$ cat config.mk
export PLATFORM = sky130hd
export DESIGN_NAME = ctr_step_monitor
export DESIGN_NICKNAME = d
export VERILOG_FILES = /design/src/rtl/ctr_step_monitor.sv
export SDC_FILE = /design/constraint.sdc
export NUM_CORES = 1
export LEC_CHECK = 0
export CAP_MARGIN = 20
export CORE_UTILIZATION = 30
export DETAILED_ROUTE_END_ITERATION = 6
export GPL_TIMING_DRIVEN = 0
export PLACE_DENSITY = 0.56
export SLEW_MARGIN = 0
export SYNTH_ARGS = -nofsm -noshare
export SYNTH_HDL_FRONTEND = slang
export SYNTH_SLANG_ARGS = --single-unit
$ cat constraint.sdc
create_clock -name clk -period 5.46 [get_ports clk]
set_clock_uncertainty 0.1 [all_clocks]
set_input_delay 1.638 -clock clk [delete_from_list [all_inputs] [get_ports clk]]
set_output_delay 1.638 -clock clk [all_outputs]
set_load 0.03 [all_outputs]
$ cat src/rtl/ctr_step_monitor.sv
// rtl/ctr_step_monitor.sv - count-bus step monitor: direction, wrap, illegal-step and extended-count recovery (optional err_cnt via CTR_STEP_MONITOR_ERR_CNT_EN)
module ctr_step_monitor #(
    parameter int WIDTH  = 5,
    parameter int EXT    = 3,
    parameter int LOCK_N = 4
) (
    input  logic                   clk,
    input  logic                   rst,
    input  logic                   sample_en,
    input  logic [WIDTH-1:0]       count_in,
    output logic                   dir,
    output logic                   locked,
    output logic                   wrap_pulse,
    output logic                   err_pulse,
    output logic [WIDTH+EXT-1:0]   ext_count
`ifdef CTR_STEP_MONITOR_ERR_CNT_EN
    ,
    output logic [7:0]             err_cnt
`endif
);

    localparam logic [1:0] ST_UNSYNC  = 2'd0;
    localparam logic [1:0] ST_ACQUIRE = 2'd1;
    localparam logic [1:0] ST_LOCKED  = 2'd2;

    localparam logic [3:0] LOCK_C = LOCK_N[3:0];

    logic [1:0]       state_q, state_d;
    logic [WIDTH-1:0] prev_q, prev_d;
    logic [EXT-1:0]   upper_q, upper_d;
    logic [3:0]       step_q, step_d;
    logic             dir_q, dir_d;
    logic             locked_q, locked_d;
    logic             wrap_q, wrap_d;
    logic             err_q, err_d;

    logic [WIDTH-1:0] delta;
    logic [3:0]       step_inc;
    logic             is_hold, is_up, is_down, is_legal;
    logic             up_wrap, down_wrap;

`ifdef CTR_STEP_MONITOR_ERR_CNT_EN
    logic [7:0]       err_cnt_q, err_cnt_d;
`endif

    // Classify the step between the previous and the current sample
    always_comb begin
        delta     = count_in - prev_q;
        step_inc  = step_q + 4'd1;
        is_hold   = (delta == '0);
        is_up     = (delta == WIDTH'(1));
        is_down   = (delta == '1);
        is_legal  = is_hold | is_up | is_down;
        up_wrap   = is_up & (prev_q == '1);
        down_wrap = is_down & (prev_q == '0);
    end

    // Next-state logic: pulses default low, everything else holds unless a sample arrives
    always_comb begin
        state_d  = state_q;
        prev_d   = prev_q;
        upper_d  = upper_q;
        step_d   = step_q;
        dir_d    = dir_q;
        locked_d = locked_q;
        wrap_d   = 1'b0;
        err_d    = 1'b0;
        if (sample_en) begin
            prev_d = count_in;
            // The very first sample has no predecessor, so it cannot set a direction
            if (state_q != ST_UNSYNC) begin
                if (is_up) begin
                    dir_d = 1'b0;
                end else if (is_down) begin
                    dir_d = 1'b1;
                end
            end
            case (state_q)
                ST_UNSYNC: begin
                    upper_d = '0;
                    step_d  = '0;
                    state_d = ST_ACQUIRE;
                end
                ST_ACQUIRE: begin
                    if (!is_legal) begin
                        err_d  = 1'b1;
                        step_d = '0;
                    end else if (!is_hold) begin
                        step_d = step_inc;
                        if (step_inc == LOCK_C) begin
                            state_d  = ST_LOCKED;
                            locked_d = 1'b1;
                        end
                    end
                end
                ST_LOCKED: begin
                    if (!is_legal) begin
                        err_d    = 1'b1;
                        locked_d = 1'b0;
                        step_d   = '0;
                        state_d  = ST_ACQUIRE;
                    end else if (up_wrap) begin
                        upper_d = upper_q + EXT'(1);
                        wrap_d  = 1'b1;
                    end else if (down_wrap) begin
                        upper_d = upper_q - EXT'(1);
                        wrap_d  = 1'b1;
                    end
                end
                default: begin
                    state_d = ST_UNSYNC;
                end
            endcase
        end
    end

    // State and output registers
    always_ff @(posedge clk or negedge rst) begin
        if (!rst) begin
            state_q  <= ST_UNSYNC;
            prev_q   <= '0;
            upper_q  <= '0;
            step_q   <= '0;
            dir_q    <= 1'b0;
            locked_q <= 1'b0;
            wrap_q   <= 1'b0;
            err_q    <= 1'b0;
        end else begin
            state_q  <= state_d;
            prev_q   <= prev_d;
            upper_q  <= upper_d;
            step_q   <= step_d;
            dir_q    <= dir_d;
            locked_q <= locked_d;
            wrap_q   <= wrap_d;
            err_q    <= err_d;
        end
    end

`ifdef CTR_STEP_MONITOR_ERR_CNT_EN
    // Saturating error count, cleared whenever lock is (re)gained
    always_comb begin
        err_cnt_d = err_cnt_q;
        if (state_d == ST_LOCKED && state_q != ST_LOCKED) begin
            err_cnt_d = '0;
        end else if (err_d && err_cnt_q != 8'hFF) begin
            err_cnt_d = err_cnt_q + 8'd1;
        end
    end

    // Error counter register
    always_ff @(posedge clk or negedge rst) begin
        if (!rst) begin
            err_cnt_q <= '0;
        end else begin
            err_cnt_q <= err_cnt_d;
        end
    end

    assign err_cnt = err_cnt_q;
`endif

    assign dir        = dir_q;
    assign locked     = locked_q;
    assign wrap_pulse = wrap_q;
    assign err_pulse  = err_q;
    assign ext_count  = {upper_q, prev_q};

endmodule

==> metrics.md, run 1 <==
| Metric | Value |
|---|---|
| Outcome | `finished clean` |
| RSZ-0062 raised after global routing | `no` |
| Achievable frequency | `225.4 MHz` |
| Register area share after synthesis | `0.3593` |
| Residual DRC | `0` |
| I/O Buffers | `18` |
| Area fraction in compound gates after synthesis | `0.1806` |
| Final nets | `171` |
| Yosys reg bits | `18` |
| Startpoint Class | `input pin` |
| Routed wire length | `2571 um` |
| Period utilization | `0.8125` |
| Post-Layout Cell Count | `199` |
| Largest net degree at the start of global routing | `19` |
| Worst Hold Slack | `0.4189 ns` |
| Die Footprint | `4442 um2` |
| Clock Power Share | `0.223` |
| Largest family of logic cells by synthesized area | `simple AND/OR/NAND/NOR gates` |
| WHS Endpoint | `upper_q[0]` |
| Synthesis-to-finish area growth | `22.65%` |
| Multi-input logic area | `747.0 um2` |
| Vias in the first global route | `1075` |
| Core Rows | `23` |
| Fill count | `399` |
| HPWL Detailed | `2045 um` |
| Post-route antenna net violation count | `0` |
| Main synth FF type | `dfrtp_1` |
| # hold bufs at CTS | `0` |
| H-tree depth | `1` |
| Chip Height | `66.65 um` |
| Antenna cells | `0` |
| Initial antenna violation count | `0` |
| CP Max Fanout | `6` |
| Combinational share of power | `0.394` |
| Net Sw Frac | `0.3711` |
| DRT iter0 DRCs | `12` |
| TritonCTS Buffers | `3` |
| Hold depth | `1` |
| Final setup vio count | `0` |
| Synth Area in Simple Gates | `0.1936` |
| Worst Hold Class | `flop to flop` |
| Final Util | `0.3844` |
| CTS tree | `yes` |
| Clk sink count | `18` |
| Core box area | `4000 um2` |
| Vias per cell | `5.095` |
| Global-route wire length before repair | `4554 um` |
| Post-DP Area | `1496 um2` |
| CP Cell Sequence | `clkdlybuf4s50_1, inv_1, ha_1, inv_1, fa_1, xor2_1, nor2_1, o21ai_4, nor4_4, fa_1, mux2i_1, mux2_1, a22o_1` |
| WP data arrival | `4.48 ns` |
| Worst VDD drop | `0.00008488 V` |
| Worst-case reg-to-reg path depth | `11` |
| GRT Overall Usage | `0.1355` |
| Share of layout cells above drive strength 1 | `0.1007` |
| Async set-reset flop share out of synthesis | `1.000` |
| Final instance area | `1538 um2` |
| Critical Path RT | `5.50 ns` |
| Synth Area in XOR/XNOR | `0.02695` |
| Worst-margin pin slew | `0.8049 ns` |
| Pwr Density | `269.8 nW/um2` |
| Pint | `261.0 uW` |
| Worst Setup End Kind | `flop` |
| Crit path kind | `input pin to flop` |
| Clk_lat worst skew | `0.25 ns` |
| Routed len/inst | `12.92 um` |
| Crit Reg-Reg Endpoint | `upper_q[2]` |
| Synthesized area | `1254 um2` |
| Gp weighted congestion | `0.8240` |
| Placed cells | `196` |
| Worst Hold Launch | `upper_q[0]` |
| Adder-cell share of the synthesized area | `0.1317` |
| Reg area | `450.4 um2` |
| Number of library cell types mapped by synthesis | `45` |
| Drt first pass iters | `4` |
| Max Buffers Root-to-Sink | `2` |
| Reg power frac | `0.383` |
| Post-Syn Nets | `148` |
| Max_slew headroom | `0.4617` |
| Final worst setup slack | `1.024 ns` |
| Number of synthesized flops with an enable pin | `0` |
| Max-capacitance violation count | `0` |
| R2r setup slk | `2.46 ns` |
| Syn. warnings | `0` |
| Worst path slowest cell | `clkdlybuf4s50_1` |
| Top Ports | `20` |
| TNS Setup | `0 ns` |
| Slew Viols, Final | `0` |
| Remaining global-route overflow | `0` |
| Total number of vias | `1014` |
| Avg Cell Area, Syn | `9.795 um2` |
| Cells after Synth | `128` |
| Initial core utilization | `0.3134` |
| Pleak | `0.6825 nW` |
| CTS root buffer | `clkbuf_8` |
| Final Hold Vio Count | `0` |
| CP max stage delay | `0.42 ns` |
| Critical R2R Launch | `prev_q[0]` |
| Die W | `66.65 um` |
| Post-Place Setup Slack | `0.7344 ns` |
| Post-CTS sizing | `0` |
| # Post-CTS Setup Buffers | `0` |
| Multiplexer share of the synthesized area | `0.06287` |
| Net Sw Power | `154.0 uW` |
| Clock Pin Slew Worst Setup and Hold Paths | `0.07 ns` |
| Overall Power | `414.9 uW` |
| Period minus WS final | `4.436 ns` |
[layout make-up]
cell class                 count  share of cell area
multi-input combinational     95              0.4858
sequential                    18              0.2929
timing repair buffer          18              0.1172
tap                           50             0.04068
inverter                      12             0.02929
clock buffer                   3             0.02685
buffer                         3            0.007323
[routing by layer]
metal / track usage / wire [um] / vias to the layer above
met5: 0 / 0 / -
met4: 0.04787 / 36 / 0
met3: 0.02055 / 104 / 5
met2: 0.2336 / 1269 / 22
met1: 0.1693 / 1161 / 487
li1: - / - / 500
[cells by family after synthesis]
kind of cell | count (synthesis)
adder cells (fa/ha/maj) | 12
flip-flops | 18
multiplexers | 7
buffers and inverters | 15
AND/OR/NAND/NOR | 42
XOR/XNOR | 3
AO/OA/AOI/OAI | 31
[Yosys cell counts, types with 2 or more instances]
library cell  number  area, um2
a31oi_1            2      12.51
nand2b_1           3      18.77
and3_1             3      18.77
mux2_2             3      33.78
fa_1               2      40.04
ha_1              10      125.1
nor3_1             2      10.01
dfrtp_1           18      450.4
or4_1              2      15.01
o21ai_0            7      35.03
inv_1             12      45.04
nand3_1            4      20.02
mux2i_1            2      20.02
a21oi_1            5      25.02
xor2_1             2      17.52
nand2_1            6      22.52
nor2_1            13      48.80
clkbuf_1           3      11.26
a22o_1             3      26.28
[power groups by stage]
| stage | Sequential (mW) | Clock (mW) | Combinational, mW |
|---|---|---|---|
| 3_3_place_gp | 0.161 | 0 | 0.159 |
| 3_5_place_dp | 0.162 | 0 | 0.163 |
| 6_report | 0.159 | 0.0927 | 0.163 |
| 2_1_floorplan | 0.178 | 0 | 0.0948 |
| 5_1_grt | 0.161 | 0.103 | 0.181 |
| 4_1_cts | 0.159 | 0.0970 | 0.164 |
[layout by cell type, fill, tap and decap left out, types with 2 or more instances in the layout]
master and n:
a21oi_1 5, a22o_1 3, a31oi_1 2, and3_1 3
clkbuf_1 3, clkbuf_8 3, clkdlybuf4s50_1 18, dfrtp_1 18
fa_1 2, ha_1 10, inv_1 12, mux2_2 3
mux2i_1 2, nand2_1 6, nand2b_1 3, nand3_1 4
nor2_1 13, nor3_1 2, o21ai_0 7, or4_1 2
xor2_1 2
[worst max path at each step]
| stage | slack, ns | cells past startpoint | startpoint | to |
|---|---|---|---|---|
| 6_report | 1.02 | 13 | count_in[0] | upper_q[2] |
| 3_5_place_dp | 0.73 | 13 | count_in[0] | upper_q[2] |
| 2_1_floorplan | 1.36 | 12 | count_in[0] | upper_q[2] |
| 5_1_grt | 0.82 | 13 | count_in[0] | upper_q[2] |
| 3_3_place_gp | 0.76 | 13 | count_in[0] | upper_q[2] |
| 4_1_cts | 1.01 | 13 | count_in[0] | upper_q[2] |
[critical path, delay by kind of cell]
family	cells	cell delay, ns
adders and majority gates	3	0.80
muxes	2	0.56
buffers and inverters	3	0.55
and+or+nand+nor	2	0.48
AOI/OAI and AO/OA	2	0.30
xor gates and xnor gates	1	0.18
[sequential cells by signal, summed over array words and instances, names as in the netlist]
signal,cells
dir,1
err_pulse,1
locked,1
prev_q,5
state_q,2
step_q,4
upper_q,3
wrap_pulse,1
Note: power is estimated with default switching activity, not from simulation.
==> inputs of run 2 (changes only) <==
clock period = 4.5 ns   (was 5.46 ns; I/O delays follow)
==> results of run 2 <==
The final DEF is identical to that of run 1. Status: finished clean.
Main changes from that run: setup slack after placement 0.7344 ns -> 0.06244 ns; setup slack after layout 1.024 ns -> 0.3516 ns; register-to-register setup slack 2.46 ns -> 1.50 ns; total power 0.4149 mW -> 0.5035 mW; worst IR drop on VDD 0.00008488 V -> 0.0001030 V
